[src/rtl/mem_port_arbiter.sv]
// Arbitrates the single-ported unified memory between instruction fetch and the
// load/store stage: one outstanding transaction, MEM priority, bounded IF starvation.
module mem_port_arbiter #(
  parameter int STARVE_MAX = 3,
  parameter int CNT_W      = 2
) (
  input  logic        clk,
  input  logic        rst_n,
  input  logic        if_req,
  input  logic [31:0] if_addr,
  input  logic        if_flush,
  output logic        if_ack,
  output logic [31:0] if_rdata,
  input  logic        dm_req,
  input  logic [3:0]  dm_we,
  input  logic [31:0] dm_addr,
  input  logic [31:0] dm_wdata,
  output logic        dm_ack,
  output logic [31:0] dm_rdata,
  output logic        mem_req,
  output logic [3:0]  mem_we,
  output logic [31:0] mem_addr,
  output logic [31:0] mem_wdata,
  input  logic        mem_gnt,
  input  logic        mem_rvalid,
  input  logic [31:0] mem_rdata,
  output logic        stall_if,
  output logic        stall_mem
);

  typedef enum logic [1:0] {IDLE, ISSUE, WAIT, DONE} state_t;

  state_t            state;
  logic              owner_if;
  logic              discard;
  logic [CNT_W-1:0]  starve_cnt;
  logic              starved;
  logic              grant_if;
  logic              grant_dm;

  assign starved  = (starve_cnt == CNT_W'(STARVE_MAX));
  assign grant_if = if_req & (~dm_req | starved);
  assign grant_dm = dm_req & ~grant_if;

  // Gated by rst_n so the stalls read 0 while reset is held.
  assign stall_if  = rst_n & if_req & ~if_ack;
  assign stall_mem = rst_n & dm_req & ~dm_ack;

  always_ff @(posedge clk or negedge rst_n) begin
    if (!rst_n) begin
      state      <= IDLE;
      owner_if   <= 1'b0;
      discard    <= 1'b0;
      starve_cnt <= '0;
      mem_req    <= 1'b0;
      mem_we     <= 4'b0000;
      mem_addr   <= 32'h0;
      mem_wdata  <= 32'h0;
      if_ack     <= 1'b0;
      if_rdata   <= 32'h0;
      dm_ack     <= 1'b0;
      dm_rdata   <= 32'h0;
    end else begin
      if_ack <= 1'b0;
      dm_ack <= 1'b0;
      if (if_flush && owner_if && (state != IDLE)) begin
        discard <= 1'b1;
      end
      case (state)
        IDLE: begin
          if (grant_if) begin
            owner_if   <= 1'b1;
            mem_req    <= 1'b1;
            mem_we     <= 4'b0000;
            mem_addr   <= if_addr;
            mem_wdata  <= 32'h0;
            starve_cnt <= '0;
            state      <= ISSUE;
          end else if (grant_dm) begin
            owner_if  <= 1'b0;
            mem_req   <= 1'b1;
            mem_we    <= dm_we;
            mem_addr  <= dm_addr;
            mem_wdata <= dm_wdata;
            if (if_req && !starved) begin
              starve_cnt <= starve_cnt + CNT_W'(1);
            end
            state <= ISSUE;
          end
        end
        ISSUE: begin
          if (mem_gnt) begin
            mem_req <= 1'b0;
            state   <= WAIT;
          end
        end
        WAIT: begin
          if (mem_rvalid) begin
            // A flush landing in this same cycle must also suppress the ack.
            if (owner_if) begin
              if_rdata <= mem_rdata;
              if_ack   <= ~(discard | if_flush);
            end else begin
              dm_rdata <= mem_rdata;
              dm_ack   <= 1'b1;
            end
            state <= DONE;
          end
        end
        DONE: begin
          discard <= 1'b0;
          state   <= IDLE;
        end
        default: state <= IDLE;
      endcase
    end
  end

endmodule

[config.mk]
export PLATFORM = sky130hd
export DESIGN_NAME = mem_port_arbiter
export DESIGN_NICKNAME = d
export VERILOG_FILES = /design/src/rtl/mem_port_arbiter.sv
export SDC_FILE = /design/constraint.sdc
export NUM_CORES = 1
export LEC_CHECK = 0
export CAP_MARGIN = 20
export CORE_MARGIN = 2
export CORE_UTILIZATION = 37
export CTS_CLUSTER_DIAMETER = 120
export DETAILED_ROUTE_END_ITERATION = 8
export PLACE_DENSITY_LB_ADDON = 0.08
export SLEW_MARGIN = 20
export SYNTH_ARGS = -nofsm -noshare
export SYNTH_HDL_FRONTEND = slang
export SYNTH_SLANG_ARGS = --single-unit
export TNS_END_PERCENT = 5
[constraint.sdc]
create_clock -name clk -period 1.8 [get_ports clk]
set_clock_uncertainty 0.2 [all_clocks]
set_input_delay 0.36 -clock clk [delete_from_list [all_inputs] [get_ports clk]]
set_output_delay 0.36 -clock clk [all_outputs]
set_load 0.05 [all_outputs]
* Word level (Yosys, flattened, before mapping) *
Cells that the tools add are included.

storage, ports and cells
  input bits = 139
  output and inout bits = 137
  flip-flop bits (word level) = 141
  word-level logic and storage cells = 78

operators by class
  muxes and demuxes = 28
  $add $sub $neg = 1
  equal/unequal tests = 7
  bitwise gates (word level) = 14
  reduce and logical (&&, ||, !) cells = 16

operators by type and width
  cell                   number
  $mux W32               4
  $reduce_and A3 Y1      5
  $mux W2                7
  $mux W1                13
  $reduce_bool A2 Y1     5
  $mux W4                2
  $pmux W2 S4            1
  $and A1 B1 Y1          6
  $eq A2 B2 Y1 const B   3
  $not A1 Y1             6
  $ne A2 B2 Y1 const B   2
  $logic_and A1 B1 Y1    3
  $ne A3 B3 Y1 const B   1
  $add A2 B1 Y2 const B  1
  $eq A2 B1 Y1 const B   1
  $logic_not A2 Y1       1
  $or A1 B1 Y1           2
  $pmux W1 S2            1
  $reduce_and A2 Y1      1
  $logic_not A1 Y1       1

* Depth between registers and ports, before layout *
  depth in word-level cells = 8
  depth in mapped cells = 6
  gate-level depth less buffers = 5

* Worst setup path before layout *
Ideal clock, no wire load.

  kind = input port to output port
  start = in if_req
  end = out stall_if
  required time = 1.240 ns
  setup slack = -0.205 ns
  path buffers = 2
  stages on the path = 4
  data arrival time = 1.445 ns
  cells stage by stage = buf_2 > buf_2 > nand2_1 > nor2_1

between the ends
  word-level cells in the longest chain between the ends = 2

RTL lines
  element                     line  source
  start: declaration          9     input logic if_req,
  $and A1 B1 Y1 (2 in a row)  46    assign stall_if = rst_n & if_req & ~if_ack;
  end: declaration            27    output logic stall_if,

Every way passes these cells.

* Final worst setup path *
  start = reg state[1]
  end = reg dm_rdata[8]

between the ends
  word-level cells in the longest chain between the ends = 2

RTL lines
  element                             line  source
  start: declaration                  33    state_t state;
  start signal: assignment            51    state <= IDLE;
  start signal: assignment            78    state <= ISSUE;
  start signal: assignment            88    state <= ISSUE;
  $eq A2 B2 Y1                        69    case (state)
  $reduce_and A3 Y1 (no source line)  -
  end signal: assignment              104   dm_rdata <= mem_rdata;
  end: declaration                    19    output logic [31:0] dm_rdata,

Every way passes these cells.
A chain may end at the register's enable or synchronous reset.

==> impl_metrics.toml <==
[worst_setup_path]
arrival_ns = 1.90
crit_family = "buffers and inverters"
path_cells = "buf_4 -> ha_4 -> nand3b_1 -> buf_6 -> clkbuf_16 -> mux2_2"
crit_cells = 6
path_buf_inv = 3
critPathSlowestCell = "dfrtp_1"
required_ns = 1.90
cp-start-kind = "register"
r2r_cells = 6
path_max_fanout = 6
setup.worst_path.class = "reg2reg"
cp-end-kind = "register"
max_stage_delay_ns = 0.39

[yosys]
syn_nets = 584
synth_async_sr_flop_share_pct = 100
ys_seq_area_share_pct = 62.6
synth_cell_types = 27
synthCells = 440
ys_warn_count = 0
avgSynthCellArea_um2 = 12.8
ys.flop_type = "dfrtp_1"
ys_seq_elements = 141
synth_edf_count = 0
syn-cell-area_um2 = 5640

[sta]
hold_viol_final = 0
hold-worst-slack_ns = 0.190
fin_crit_sh_pct = 100
period_minus_slack_ns = 1.80
worst_slew_pin_slew_ns = 0.666
setup_viol = 0
slew_violations = 0
maxSlewHeadroom_pct = 55.6
max_freq_ghz = 0.556
rsz0062_at_grt = "true"

[clocking]
cts_max_level = 4
path_clk_slew_ns = 0.06
cts-root-buf = "clkbuf_16"
numClockSinks = 141
cts_buffers = 17
worstSkewPairLatency_ns = 0.41
cts_tree = "done"
clockBufferDepth = 2

[run_status]
outcome = "finished, final reports clean"

[placed_design]
placed_cells = 895
gp_congestion = 0.799
numPortBuffers = 275
dpl.hpwl_mm = 12.5

[floorplanning]
die_y_um = 127
core_region_area_um2 = 15000
initial_utilization_pct = 37.5
io_pins = 276
die_w_um = 127
rows = 45
dieArea_um2 = 16200

[detailed_routing]
viasPerCell = 5.21
ant_nets = 0
wire_per_inst_um = 19.7
vias = 4879
drt_iter0_drc = 267
routed_wl_mm = 18.4
first_pass_iters = 5
drc = 0

[grt]
grt_overflow = 0
grt.total_usage_pct = 22.1
grt_max_degree = 136
grt_pass1_wl_mm = 27.5
antenna_found_initial = 0
grt_pass1_vias = 5022

[finish]
final_cells = 936
fin_nets = 879
diodes = 0
final_cell_mix = "141 x dfrtp_1, 135 x clkdlybuf4s50_1, 115 x buf_12, 64 x mux2_2, 44 x buf_4"
drive_above_1_share_pct = 38.2
area_growth_syn_to_layout_pct = 88.6
mostFrequentLayoutCell = "dfrtp_1"
fillers = 1031

[pwr]
swShare_pct = 42.8
p_seq_share_pct = 25.3
power_switching_uw = 10400
pwr-share-comb_pct = 59.2
p_leak_uw = 0.00468
p_int_uw = 13900
power_density_nw_per_um2 = 2290
clockPowerShare_pct = 15.4
max-vdd-ir-drop_uv = 1400

[hold_path]
hold_class = "in2async"

[flow_run]
drv_cap = 0
## cell families after synthesis
group	synth area share [%]
buf+inv	3.28
compound gates	16.3
mux	13.2
simple gates	3.59
flops	62.6
fa+ha+maj	1.11
## power by group through the flow
stage          Combinational, µW  Sequential, µW  Clock, µW
2_1_floorplan               2490           10500          0
3_3_place_gp               14000            6110          0
3_5_place_dp               14100            6210          0
4_1_cts                    14200            6170       3840
5_1_grt                    15000            6340       4000
6_report                   14400            6170       3750
## registers in the layout, summed over array words and instances, names as in the netlist
register    flops
discard         1
dm_ack          1
dm_rdata       32
if_ack          1
if_rdata       32
mem_addr       32
mem_req         1
mem_wdata      32
mem_we          4
owner_if        1
starve_cnt      2
state           2
## final cells by class
type | count | area (µm²) | area share (%)
Clock buffer | 19 | 453 | 4.26
Clock inverter | 13 | 185 | 1.74
Inverter | 5 | 18.8 | 0.176
Multi-Input combinational cell | 262 | 2010 | 18.9
Sequential cell | 141 | 3530 | 33.2
Tap cell | 188 | 235 | 2.21
Timing Repair Buffer | 308 | 4200 | 39.5
## per-layer routing
| layer | GRT usage [%] | vias up | part of all wire [%] |
|---|---|---|---|
| li1 | - | 2202 | - |
| met1 | 25.4 | 2411 | 38 |
| met2 | 36.9 | 231 | 50 |
| met3 | 8.84 | 35 | 9.3 |
| met4 | 8.66 | 0 | 2.8 |
| met5 | 0 | - | 0 |
## final timing paths
kind                           from       endpoint  slack [ns]
setup reg to reg           state[1]    dm_rdata[8]      0.0005
min in group clk            discard         if_ack        0.24
hold / removal                rst_n       owner_if        0.19
setup / recovery           state[1]    dm_rdata[8]      0.0005
hold reg to reg             discard         if_ack        0.24
max in group asynchronous     rst_n  mem_wdata[20]        0.16
## Yosys cell counts, types with 2 or more instances
cell type | n | area, µm²
inv_1 | 5 | 18.8
nor2_1 | 36 | 135
nor3_1 | 2 | 10.0
nand2_1 | 3 | 11.3
a22o_1 | 37 | 324
clkbuf_1 | 14 | 52.6
o21ai_0 | 34 | 170
buf_2 | 13 | 65.1
buf_6 | 3 | 33.8
dfrtp_1 | 141 | 3530
a31oi_1 | 33 | 206
buf_1 | 2 | 7.51
ha_1 | 5 | 62.6
mux2_2 | 66 | 743
a21oi_1 | 33 | 165
nor2b_1 | 2 | 12.5
## through the flow
step | setup TNS (ns) | util (%) | total power (µW) | area (µm²) | setup WS (ns)
4_1_cts | -0.0282 | 69.6 | 24200 | 10500 | -0.0175
3_3_place_gp | -28.32 | 64.9 | 20100 | 9760 | -0.456
2_1_floorplan | -0.0396 | - | 13000 | 5640 | -0.0396
3_5_place_dp | -30.77 | 64.9 | 20300 | 9760 | -0.516
5_1_grt | -2.43 | 70.7 | 25300 | 10600 | -0.0508
6_report | 0 | 70.7 | 24300 | 10600 | 0.000502
## what timing repair did
item	4_1_cts	5_1_grt
endpoints found under the setup margin	83	150
hold buffers	1	0
gates cloned	1	4
resized for setup	11	17
endpoints found under the hold margin	141	0
pin swaps	5	1
buffers inserted	1	2
No activity file was read; power rests on OpenSTA's default activity.
